$ cat src/rtl/pc_pkg.sv
// Shared types and constants for the next-PC unit.
//   pcu_state_t : run-control state (IDLE / RUN / DONE)
//   pc_sel_t    : next-PC source select
//   PC_W        : program counter width
package pc_pkg;

   localparam int unsigned PC_W = 16;

   typedef enum logic [1:0] {
      IDLE,
      RUN,
      DONE
   } pcu_state_t;

   typedef enum logic [2:0] {
      SEL_START,
      SEL_HOLD,
      SEL_RAS,
      SEL_TARGET,
      SEL_BRANCH,
      SEL_SEQ
   } pc_sel_t;

endpackage

$ cat src/rtl/pc_next_unit_if.sv
// Decode/PC-register side bundle of the next-PC unit.
//   master : decoder / PC register side (drives controls and pc_in, sees results)
//   slave  : pc_next_unit side
interface pc_next_unit_if #(
   parameter int unsigned RS_DEPTH = 4
);
   import pc_pkg::*;

   logic [PC_W-1:0]           pc_in;
   logic                      start;
   logic                      stall;
   logic                      halt;
   logic                      branch_taken;
   logic [7:0]                branch_off;
   logic                      jump;
   logic [PC_W-1:0]           jump_target;
   logic                      call;
   logic                      ret;
   logic [PC_W-1:0]           pcnext_out;
   logic                      done;
   logic [$clog2(RS_DEPTH):0] rs_count;
   logic                      rs_overflow;
   logic                      rs_underflow;

   modport master (
      output pc_in, start, stall, halt, branch_taken, branch_off, jump, jump_target, call, ret,
      input  pcnext_out, done, rs_count, rs_overflow, rs_underflow
   );

   modport slave (
      input  pc_in, start, stall, halt, branch_taken, branch_off, jump, jump_target, call, ret,
      output pcnext_out, done, rs_count, rs_overflow, rs_underflow
   );

endinterface

$ cat src/rtl/return_stack.sv
// Hardware return-address LIFO.
//   clk_i, rst_ni : clock, async active-low reset
//   push_i/data_i : push data_i (ignored when full or when pop/clear is active)
//   pop_i         : discard top entry (ignored when empty)
//   clear_i       : empty the stack (wins over push/pop)
//   top_o         : current top entry (undefined content when empty)
//   count_o       : occupancy, 0..DEPTH
//   full_o/empty_o: occupancy flags
module return_stack #(
   parameter int unsigned DEPTH = 4,
   parameter int unsigned WIDTH = 16,
   localparam int unsigned CW = $clog2(DEPTH) + 1,
   localparam int unsigned AW = $clog2(DEPTH)
) (
   input  logic             clk_i,
   input  logic             rst_ni,
   input  logic             push_i,
   input  logic             pop_i,
   input  logic             clear_i,
   input  logic [WIDTH-1:0] data_i,
   output logic [WIDTH-1:0] top_o,
   output logic [CW-1:0]    count_o,
   output logic             full_o,
   output logic             empty_o
);

   logic [WIDTH-1:0] mem_q [DEPTH];
   logic [CW-1:0]    count_q, count_d;
   logic [CW-1:0]    count_m1;
   logic             do_push;

   assign full_o   = (count_q == CW'(DEPTH));
   assign empty_o  = (count_q == '0);
   assign count_o  = count_q;
   assign count_m1 = count_q - CW'(1);
   assign top_o    = mem_q[count_m1[AW-1:0]];
   assign do_push  = push_i && !pop_i && !clear_i && !full_o;

   always_comb begin
      count_d = count_q;
      if (clear_i) begin
         count_d = '0;
      end else if (pop_i && !empty_o) begin
         count_d = count_m1;
      end else if (do_push) begin
         count_d = count_q + CW'(1);
      end
   end

   always_ff @(posedge clk_i or negedge rst_ni) begin
      if (!rst_ni) begin
         count_q <= '0;
      end else begin
         count_q <= count_d;
      end
   end

   // Storage is indexed by occupancy: the next free slot is mem_q[count_q].
   always_ff @(posedge clk_i or negedge rst_ni) begin
      if (!rst_ni) begin
         for (int i = 0; i < int'(DEPTH); i++) begin
            mem_q[i] <= '0;
         end
      end else if (do_push) begin
         mem_q[count_q[AW-1:0]] <= data_i;
      end
   end

endmodule

$ cat src/rtl/pc_next_unit.sv
// Next-PC generator with run-control FSM and return-address stack.
//   CLK          : system clock, rising edge
//   reset_ctrl_n : async active-low reset
//   pcu_io       : slave side of pc_next_unit_if (controls, pc_in, pcnext_out, status)
// pcnext_out is purely combinational; the external PC register is the only pipeline stage.
module pc_next_unit
   import pc_pkg::*;
#(
   parameter logic [PC_W-1:0] START_ADDR = 16'h0000,
   parameter int unsigned     RS_DEPTH   = 4
) (
   input logic                  CLK,
   input logic                  reset_ctrl_n,
   pc_next_unit_if.slave        pcu_io
);

   localparam int unsigned CW = $clog2(RS_DEPTH) + 1;

   pcu_state_t      state_q, state_d;
   pc_sel_t         sel;
   logic            rs_push, rs_pop, rs_clear;
   logic            set_ovf, set_unf;
   logic            ovf_q, ovf_d, unf_q, unf_d;
   logic [PC_W-1:0] rs_top;
   logic [CW-1:0]   rs_cnt;
   logic            rs_full, rs_empty;
   logic [PC_W-1:0] pc_seq;

   assign pc_seq = pcu_io.pc_in + PC_W'(1);

   return_stack #(
      .DEPTH (RS_DEPTH),
      .WIDTH (PC_W)
   ) u_ras (
      .clk_i   (CLK),
      .rst_ni  (reset_ctrl_n),
      .push_i  (rs_push),
      .pop_i   (rs_pop),
      .clear_i (rs_clear),
      .data_i  (pc_seq),
      .top_o   (rs_top),
      .count_o (rs_cnt),
      .full_o  (rs_full),
      .empty_o (rs_empty)
   );

   // State register
   always_ff @(posedge CLK or negedge reset_ctrl_n) begin
      if (!reset_ctrl_n) begin
         state_q <= IDLE;
      end else begin
         state_q <= state_d;
      end
   end

   // Next-state logic; start overrides everything in every state
   always_comb begin
      state_d = state_q;
      if (pcu_io.start) begin
         state_d = RUN;
      end else if (state_q == RUN && !pcu_io.stall && pcu_io.halt) begin
         state_d = DONE;
      end
   end

   // Output decode: next-PC source, stack operations and flag updates
   always_comb begin
      sel      = SEL_SEQ;
      rs_push  = 1'b0;
      rs_pop   = 1'b0;
      rs_clear = 1'b0;
      set_ovf  = 1'b0;
      set_unf  = 1'b0;
      if (pcu_io.start) begin
         sel      = SEL_START;
         rs_clear = 1'b1;
      end else begin
         unique case (state_q)
            IDLE: sel = SEL_START;
            RUN: begin
               if (pcu_io.stall || pcu_io.halt) begin
                  sel = SEL_HOLD;
               end else if (pcu_io.ret) begin
                  // ret beats call; an empty-stack return falls through sequentially
                  if (!rs_empty) begin
                     sel    = SEL_RAS;
                     rs_pop = 1'b1;
                  end else begin
                     sel     = SEL_SEQ;
                     set_unf = 1'b1;
                  end
               end else if (pcu_io.call) begin
                  sel     = SEL_TARGET;
                  rs_push = !rs_full;
                  set_ovf = rs_full;
               end else if (pcu_io.jump) begin
                  sel = SEL_TARGET;
               end else if (pcu_io.branch_taken) begin
                  sel = SEL_BRANCH;
               end
            end
            DONE:    sel = SEL_HOLD;
            default: sel = SEL_START;
         endcase
      end
   end

   always_comb begin
      unique case (sel)
         SEL_START:  pcu_io.pcnext_out = START_ADDR;
         SEL_HOLD:   pcu_io.pcnext_out = pcu_io.pc_in;
         SEL_RAS:    pcu_io.pcnext_out = rs_top;
         SEL_TARGET: pcu_io.pcnext_out = pcu_io.jump_target;
         SEL_BRANCH: pcu_io.pcnext_out = pcu_io.pc_in
                                         + {{(PC_W-8){pcu_io.branch_off[7]}}, pcu_io.branch_off};
         default:    pcu_io.pcnext_out = pc_seq;
      endcase
   end

   // Sticky error flags, cleared only by reset or start
   assign ovf_d = pcu_io.start ? 1'b0 : (ovf_q | set_ovf);
   assign unf_d = pcu_io.start ? 1'b0 : (unf_q | set_unf);

   always_ff @(posedge CLK or negedge reset_ctrl_n) begin
      if (!reset_ctrl_n) begin
         ovf_q <= 1'b0;
         unf_q <= 1'b0;
      end else begin
         ovf_q <= ovf_d;
         unf_q <= unf_d;
      end
   end

   assign pcu_io.done         = (state_q == DONE);
   assign pcu_io.rs_count     = rs_cnt;
   assign pcu_io.rs_overflow  = ovf_q;
   assign pcu_io.rs_underflow = unf_q;

endmodule

$ cat src/flat_wrapper.sv
// flat-port wrapper written by rule: the top's interface ports become plain ports
module pc_next_unit_flat import pc_pkg::*;
#(
   parameter logic [PC_W-1:0] START_ADDR = 16'h0000,
   parameter int unsigned     RS_DEPTH   = 4
)
  (CLK, reset_ctrl_n, pcu_io_pc_in, pcu_io_start, pcu_io_stall, pcu_io_halt, pcu_io_branch_taken, pcu_io_branch_off, pcu_io_jump, pcu_io_jump_target, pcu_io_call, pcu_io_ret, pcu_io_pcnext_out, pcu_io_done, pcu_io_rs_count, pcu_io_rs_overflow, pcu_io_rs_underflow);
  pc_next_unit_if #(.RS_DEPTH(RS_DEPTH)) pcu_io_i ();
  input logic CLK;
  input logic reset_ctrl_n;
  input wire logic [$bits(pcu_io_i.pc_in)-1:0] pcu_io_pc_in;
  input wire logic [$bits(pcu_io_i.start)-1:0] pcu_io_start;
  input wire logic [$bits(pcu_io_i.stall)-1:0] pcu_io_stall;
  input wire logic [$bits(pcu_io_i.halt)-1:0] pcu_io_halt;
  input wire logic [$bits(pcu_io_i.branch_taken)-1:0] pcu_io_branch_taken;
  input wire logic [$bits(pcu_io_i.branch_off)-1:0] pcu_io_branch_off;
  input wire logic [$bits(pcu_io_i.jump)-1:0] pcu_io_jump;
  input wire logic [$bits(pcu_io_i.jump_target)-1:0] pcu_io_jump_target;
  input wire logic [$bits(pcu_io_i.call)-1:0] pcu_io_call;
  input wire logic [$bits(pcu_io_i.ret)-1:0] pcu_io_ret;
  output wire logic [$bits(pcu_io_i.pcnext_out)-1:0] pcu_io_pcnext_out;
  output wire logic [$bits(pcu_io_i.done)-1:0] pcu_io_done;
  output wire logic [$bits(pcu_io_i.rs_count)-1:0] pcu_io_rs_count;
  output wire logic [$bits(pcu_io_i.rs_overflow)-1:0] pcu_io_rs_overflow;
  output wire logic [$bits(pcu_io_i.rs_underflow)-1:0] pcu_io_rs_underflow;
  assign pcu_io_i.pc_in = pcu_io_pc_in;
  assign pcu_io_i.start = pcu_io_start;
  assign pcu_io_i.stall = pcu_io_stall;
  assign pcu_io_i.halt = pcu_io_halt;
  assign pcu_io_i.branch_taken = pcu_io_branch_taken;
  assign pcu_io_i.branch_off = pcu_io_branch_off;
  assign pcu_io_i.jump = pcu_io_jump;
  assign pcu_io_i.jump_target = pcu_io_jump_target;
  assign pcu_io_i.call = pcu_io_call;
  assign pcu_io_i.ret = pcu_io_ret;
  assign pcu_io_pcnext_out = pcu_io_i.pcnext_out;
  assign pcu_io_done = pcu_io_i.done;
  assign pcu_io_rs_count = pcu_io_i.rs_count;
  assign pcu_io_rs_overflow = pcu_io_i.rs_overflow;
  assign pcu_io_rs_underflow = pcu_io_i.rs_underflow;
  pc_next_unit #(.START_ADDR(START_ADDR), .RS_DEPTH(RS_DEPTH)) u_core (.CLK(CLK), .reset_ctrl_n(reset_ctrl_n), .pcu_io(pcu_io_i));
endmodule
$ cat config.mk
export PLATFORM = sky130hd
export DESIGN_NAME = pc_next_unit_flat
export DESIGN_NICKNAME = d
export VERILOG_FILES = /design/src/rtl/pc_pkg.sv /design/src/rtl/pc_next_unit_if.sv /design/src/rtl/return_stack.sv /design/src/rtl/pc_next_unit.sv /design/src/flat_wrapper.sv
export SDC_FILE = /design/constraint.sdc
export NUM_CORES = 1
export LEC_CHECK = 0
export BUFFER_PORTS_ARGS = -buffer_cell sky130_fd_sc_hd__buf_2
export CAP_MARGIN = 20
export CORE_AREA = 2 2 150 79
export DETAILED_ROUTE_END_ITERATION = 6
export DIE_AREA = 0 0 152 81
export SLEW_MARGIN = 20
export SYNTH_ARGS = -nofsm -noshare
export SYNTH_HDL_FRONTEND = slang
export SYNTH_SLANG_ARGS = --single-unit
$ cat constraint.sdc
create_clock -name CLK -period 3.34 [get_ports CLK]
set_input_delay 0.167 -clock CLK [delete_from_list [all_inputs] [get_ports CLK]]
set_output_delay 0.167 -clock CLK [all_outputs]
set_load 0.005 [all_outputs]
# ---- Word-level counts from Yosys, hierarchy flattened
# Cells that the tools add are included.
dict set report op_classes {
  bitwise 4
  n_reduce_logical 17
  n_mux 43
  n_addsub 4
  n_lt_le_gt_ge 3
  eq_ne 7
}
# op n
set ops {}
lappend ops {{one-hot mux 16 bit (5 select lines)} 1}
lappend ops {{bitwise mux 64 bit} 1}
lappend ops {{two-way mux 16 bit} 3}
lappend ops {{binary-select mux 16 bit (select 2 bit)} 1}
lappend ops {{demux 16 bit (select 2 bit)} 1}
lappend ops {{two-way mux 3 bit} 9}
lappend ops {{two-way mux 1 bit} 24}
lappend ops {{adder 16 x 1 -> 16 bit, second input constant} 1}
lappend ops {{adder 16 bit} 1}
lappend ops {{logical AND 1 bit} 7}
lappend ops {{equality test 3 x 2 -> 1 bit, second input constant} 2}
lappend ops {{equality test 3 bit, second input constant} 2}
lappend ops {{greater-or-equal comparator 3 bit, second input constant} 2}
lappend ops {{logical NOT 3 bit} 2}
lappend ops {{inverter 2 -> 3 bit} 2}
lappend ops {{one-hot mux 3 bit (2 select lines)} 1}
lappend ops {{logical NOT 1 bit} 5}
lappend ops {{two-way mux 2 bit} 2}
lappend ops {{adder 3 x 1 -> 3 bit, second input constant} 1}
lappend ops {{equality test 3 x 1 -> 1 bit, second input constant} 1}
lappend ops {{less-than comparator 3 x 1 -> 1 bit, second input constant} 1}
lappend ops {{nonzero test 3 bit} 1}
lappend ops {{subtractor 3 x 1 -> 3 bit, second input constant} 1}
lappend ops {{equality test 2 x 1 -> 1 bit, second input constant} 1}
lappend ops {{other kinds (4)} 5}
dict set report word_totals {
  out_inout_bits 22
  ff_bits 71
  input_bits 49
  word_cells 86
}

# ---- Longest topological paths before layout
dict set report logic_depth {
  depth_word 13
  mapped_depth 12
  depth_no_buf 9
}

# ---- Hierarchy
# Synthesis repeated with hierarchy kept, for this count alone.
dict set report hier_totals {
  hier_cells 460
  hier_area_um2 5126.2
}
# mod instances area_each_um2 cells_per_inst seq_area_each_um2
set modules_own_cells {}
lappend modules_own_cells {return_stack 1 3185.6 193 1676.6}
lappend modules_own_cells {pc_next_unit 1 1940.6 267 100.1}

# ---- Least setup slack after synthesis
# No wires, ideal clock.
dict set report synth_path {
  kind {flip-flop to output port}
  from {register u_core.u_ras.count_q[0] (netlist: u_core.u_ras.count_o[0])}
  to {output pcu_io_pcnext_out[15]}
  arrival_time_ps 2835
  path_buffers 4
  stages_incl_launch_ff 12
  required_time_ps 3173
  slack_ps 338
  cell_sequence {dfrtp_1 > buf_2 > buf_2 > inv_1 > ha_1 > clkbuf_1 > clkbuf_1 > mux4_2 > nand3_1 > mux2i_1 > a221oi_1 > nand3_1}
}
dict set report synth_via {
  elab_chain_len 8
  elab_cells_between_ends 17
  cone_classes {add/sub (1); eq/ne (4); mux (9); bitwise (1); reduce/logical (2)}
}
# element line_no
set synth_rtl {}
lappend synth_rtl {{from (decl)} return_stack.sv:28} ;# logic [CW-1:0] count_q, count_d;
lappend synth_rtl {{from (signal assigned)} return_stack.sv:54} ;# count_q <= count_d;
lappend synth_rtl {{logical NOT 3 bit} return_stack.sv:33} ;# assign empty_o = (count_q == '0);
lappend synth_rtl {{two-way mux 3 bit} pc_next_unit.sv:85} ;# if (!rs_empty) begin
lappend synth_rtl {{two-way mux 3 bit} pc_next_unit.sv:83} ;# end else if (pcu_io.ret) begin
lappend synth_rtl {{two-way mux 3 bit} pc_next_unit.sv:81} ;# if (pcu_io.stall || pcu_io.halt) begin
lappend synth_rtl {{one-hot mux 3 bit (2 select lines)} pc_next_unit.sv:78} ;# unique case (state_q)
lappend synth_rtl {{two-way mux 3 bit} pc_next_unit.sv:74} ;# if (pcu_io.start) begin
lappend synth_rtl {{equality test 3 bit (tied with other cells)} pc_next_unit.sv:109} ;# unique case (sel)
lappend synth_rtl {{one-hot mux 16 bit (5 select lines) *} pc_next_unit.sv:109}
lappend synth_rtl {{to (decl)} flat_wrapper.sv:21} ;# output wire logic [$bits(pcu_io_i.pcnext_out)-1:0] pcu_io_pcnext_out;
# Mark *: on every way between the ends. The rest lies on a longest branch, timed or not. The select of a mux whose other input is x is not followed.

# ---- Worst setup path after layout
dict set report layout_path {
  from {register u_core.state_q[1]}
  to {output pcu_io_pcnext_out[13]}
}
dict set report layout_via {
  elab_chain_len 5
  elab_cells_between_ends 10
  cone_classes {eq/ne (6); mux (3); reduce/logical (1)}
}
# element line_no
set layout_rtl {}
lappend layout_rtl {{from (decl)} pc_next_unit.sv:19} ;# pcu_state_t state_q, state_d;
lappend layout_rtl {{from (signal assigned)} pc_next_unit.sv:52} ;# state_q <= state_d;
lappend layout_rtl {{equality test 2 bit / equality test 2 x 1 -> 1 bit (equally long branches)} pc_next_unit.sv:78}
lappend layout_rtl {{one-hot mux 3 bit (2 select lines) *} pc_next_unit.sv:78}
lappend layout_rtl {{two-way mux 3 bit *} pc_next_unit.sv:74}
lappend layout_rtl {{equality test 3 bit (tied with other cells)} pc_next_unit.sv:109}
lappend layout_rtl {{one-hot mux 16 bit (5 select lines) *} pc_next_unit.sv:109}
# Mark *: on every way between the ends. The rest lies on a longest branch, timed or not.

==> key figures <==
Global routing
  – Total track usage: 24.53%
  – Vias in the first global route: 4063
  – Grt ovf: 0
  – First-pass GRT wire length: around 23 mm
  – Initial antenna violation count: 0
  – Largest net degree at the start of global routing: 49

Pwr
  – Worst ir drop on vdd: 0.2264 mV
  – Leakage: 2.494 nW
  – Power per cell area: between 400 and 500 nW/um2
  – Total power: roughly 2.3 mW

Clock tree
  – Total CTS buffers: 9
  – Latest clock arrival within the worst-skew pair: 0.33 ns
  – CTS tree: yes
  – Worst-path clk slew: 0.06 ns
  – Clk root buf: clkbuf_16
  – H-tree depth: 3
  – Bufs on Longest Clock Path: 2
  – CTS Sinks: 71

Synthesis
  – Cells after Synth: 525
  – Avg Synthesized Cell Area: 9.195 um2
  – Mapped Nets: roughly 600
  – Synth Cell Area: 4827 um2
  – Ys async rst share: 100.0%
  – Synth Flop Type: dfrtp_1
  – Post-synthesis cell type count: 66
  – Post-synthesis register bit count: 71
  – Post-synth EDFFs: 0
  – Seq/Total Area, Yosys: 36.81%
  – Synth Warn #: 0

Placement
  – Gpl congestion: 0.9093
  – Dpl cells: between 700 and 800
  – I/O Buffers: 70
  – Pre-CTS setup slack: 0.5247 ns
  – HPWL Detailed: 11.46 mm

Timing
  – Peak Freq: 314.8 MHz
  – Final Skew: about 0.0053 ns
  – Final setup margin: between 0.15 and 0.2 ns
  – Final min period: about 3.2 ns
  – Hold slack: approximately 0.17 ns
  – RSZ-0062 raised after global routing: true
  – Worst slew pin tran: 0.7968 ns
  – Slew HR: ~46%
  – Final worst path period share: 95.12%
  – Fin. Hold Viols: 0
  – # setup viols final: 0
  – Max-slew violation count: 0

Critical path
  – CP Launch Type: flop
  – Reg-to-Reg Start: u_core.state_q[1]
  – CP startpoint: u_core.state_q[1]
  – CP required: ~3.2 ns
  – Worst setup EP type: output pin
  – CP max FO: 11
  – Critical path type: reg2out
  – Arrival time at the worst endpoint: around 3.0 ns
  – Reg2Reg Depth: 7

Cells and area
  – Layout cells sized above 1: 22.92%
  – Area growth syn-to-layout: 17.42%
  – Most common cell after layout, fill and taps aside: nand2_1
  – Non-Filler Instances: 752
  – Most frequent cells in the layout: nand2_1 (91), o21ai_0 (78), dfrtp_1 (71), buf_2 (69), nor2_1 (26)
  – Fin util: 50.40%
  – Layout net count: 670
  – N_diodes: 0

Route
  – Vias/cell: 5.882
  – Initial drt markers: about 380
  – DR WL/cell: between 15 and 20 um
  – DR vias: 4423
  – Drc violations: 0
  – Initial DRT Pass Iterations: 4
  – Total wire length: 14.61 mm
  – Routed Antenna Nets: 0

Floorplan
  – Core Area: 11250 um2
  – Die W: 152 um
  – # IOs: 71
  – Die area: 12310 um2
  – Die H: 81 um
  – Starting density of the core: 42.92%
  – Num rows: 28

Hold path
  – Min-delay src: pcu_io_halt
  – Hold path depth: 3
  – Worst min-delay path class: in2reg

Job
  – Max-cap check violation count: 0

Run status
  – Outcome: finished, final reports clean
layout make-up:
class / count / area [um2]
clock buffer: 10 / 229.0
multi-input combinational: 417 / 2903
timing repair buffer: 87 / 483.0
clock inverter: 6 / 47.55
inverter: 11 / 41.29
tap: 150 / 187.7
sequential: 71 / 1777
fill: 1056 / 5578
cells by family (layout without fill, tap and decap cells):
kind of cell	count (synthesis)	in the layout	share of synthesized area, %
AND/OR/NAND/NOR	185	185	18.69
AO/OA/AOI/OAI	159	159	21.10
flip-flops	71	71	36.81
buffers and inverters	37	114	3.214
multiplexers	25	25	9.461
adder cells (fa/ha/maj)	24	24	6.376
XOR/XNOR	24	24	4.355
where the power goes:
part	switching (mW)	internal, mW
Sequential	0.0302	0.922
Combinational	0.298	0.188
Clock	0.369	0.504
Total	0.697	1.61
synth_stat cells, types with 3 or more instances:
library cell | number | area share, %
and3_1 | 6 | 0.78
a21oi_1 | 19 | 2.0
xnor2_1 | 13 | 2.4
nand3_1 | 16 | 1.7
a21o_1 | 3 | 0.47
nand4_1 | 5 | 0.65
o221ai_1 | 3 | 0.54
mux2_2 | 5 | 1.2
clkbuf_1 | 18 | 1.4
a32oi_1 | 5 | 0.91
o21a_1 | 6 | 0.93
a211o_1 | 4 | 0.73
inv_1 | 11 | 0.86
nor2_1 | 26 | 2.0
o211ai_1 | 3 | 0.47
mux4_2 | 16 | 7.5
dfrtp_1 | 71 | 37
a2111oi_0 | 3 | 0.54
nor3_1 | 12 | 1.2
xor2_1 | 11 | 2.0
buf_2 | 7 | 0.73
nand2_1 | 91 | 7.1
ha_1 | 23 | 6.0
and2_1 | 4 | 0.52
nand2b_1 | 4 | 0.52
a221o_1 | 3 | 0.62
mux2i_1 | 4 | 0.83
a22oi_1 | 7 | 1.1
a221oi_1 | 4 | 0.73
o21ai_0 | 78 | 8.1
worst max-delay path, stage by stage (launching register included):
cell     delay [ns]
dfrtp_1        0.38
inv_1          0.07
ha_1           0.20
or3b_4         0.45
nor3_4         0.41
nand3_4        0.23
or4b_1         0.57
a32oi_1        0.21
buf_2          0.14
per-stage QoR:
stage | setup TNS (ns) | instance area (um2)
after floorplan | 0 | 4827
final | 0 | 5668
after CTS | 0 | 5654
after detailed placement | 0 | 5378
after global placement | 0 | 5378
after global routing | -0.01126 | 5668
routing by layer:
| metal | GRT usage [%] | vias to the layer above | wire length (um) | part of all wire (%) |
|---|---|---|---|---|
| met2 | 32.84 | 195 | 5635 | 39 |
| li1 | - | 2084 | - | - |
| met3 | 7.791 | 4 | 1435 | 9.8 |
| met1 | 38.74 | 2140 | 7497 | 51 |
| met4 | 2.897 | 0 | 41 | 0.28 |
| met5 | 0 | - | 0 | 0 |
timing repair:
action | CTS | global route
hold buffers | 0 | 1
setup buffers | 0 | 0
resized for setup | 0 | 2
endpoints found under the hold margin | 0 | 46
setup endpoints to repair | 0 | 4
worst paths after layout:
path,slack (ns),endpoint
worst max-delay path,0.16,pcu_io_pcnext_out[13]
worst min-delay path,0.17,u_core.state_q[1]
worst max register to register,0.94,u_core.u_ras.mem_q[1]
worst min register to register,0.47,u_core.u_ras.mem_q[39]
max in group asynchronous,2.26,u_core.u_ras.mem_q[14]
min in group asynchronous,0.38,u_core.u_ras.mem_q[16]
flip-flops by register name (all words and copies together) (netlist names):
register                    count
u_core.u_ras.mem_q             64
u_core.u_ras.count_o            3
u_core.state_q                  2
u_core.pcu_io.rs_overflow       1
u_core.pcu_io.rs_underflow      1
No activity file was read; power rests on OpenSTA's default activity.
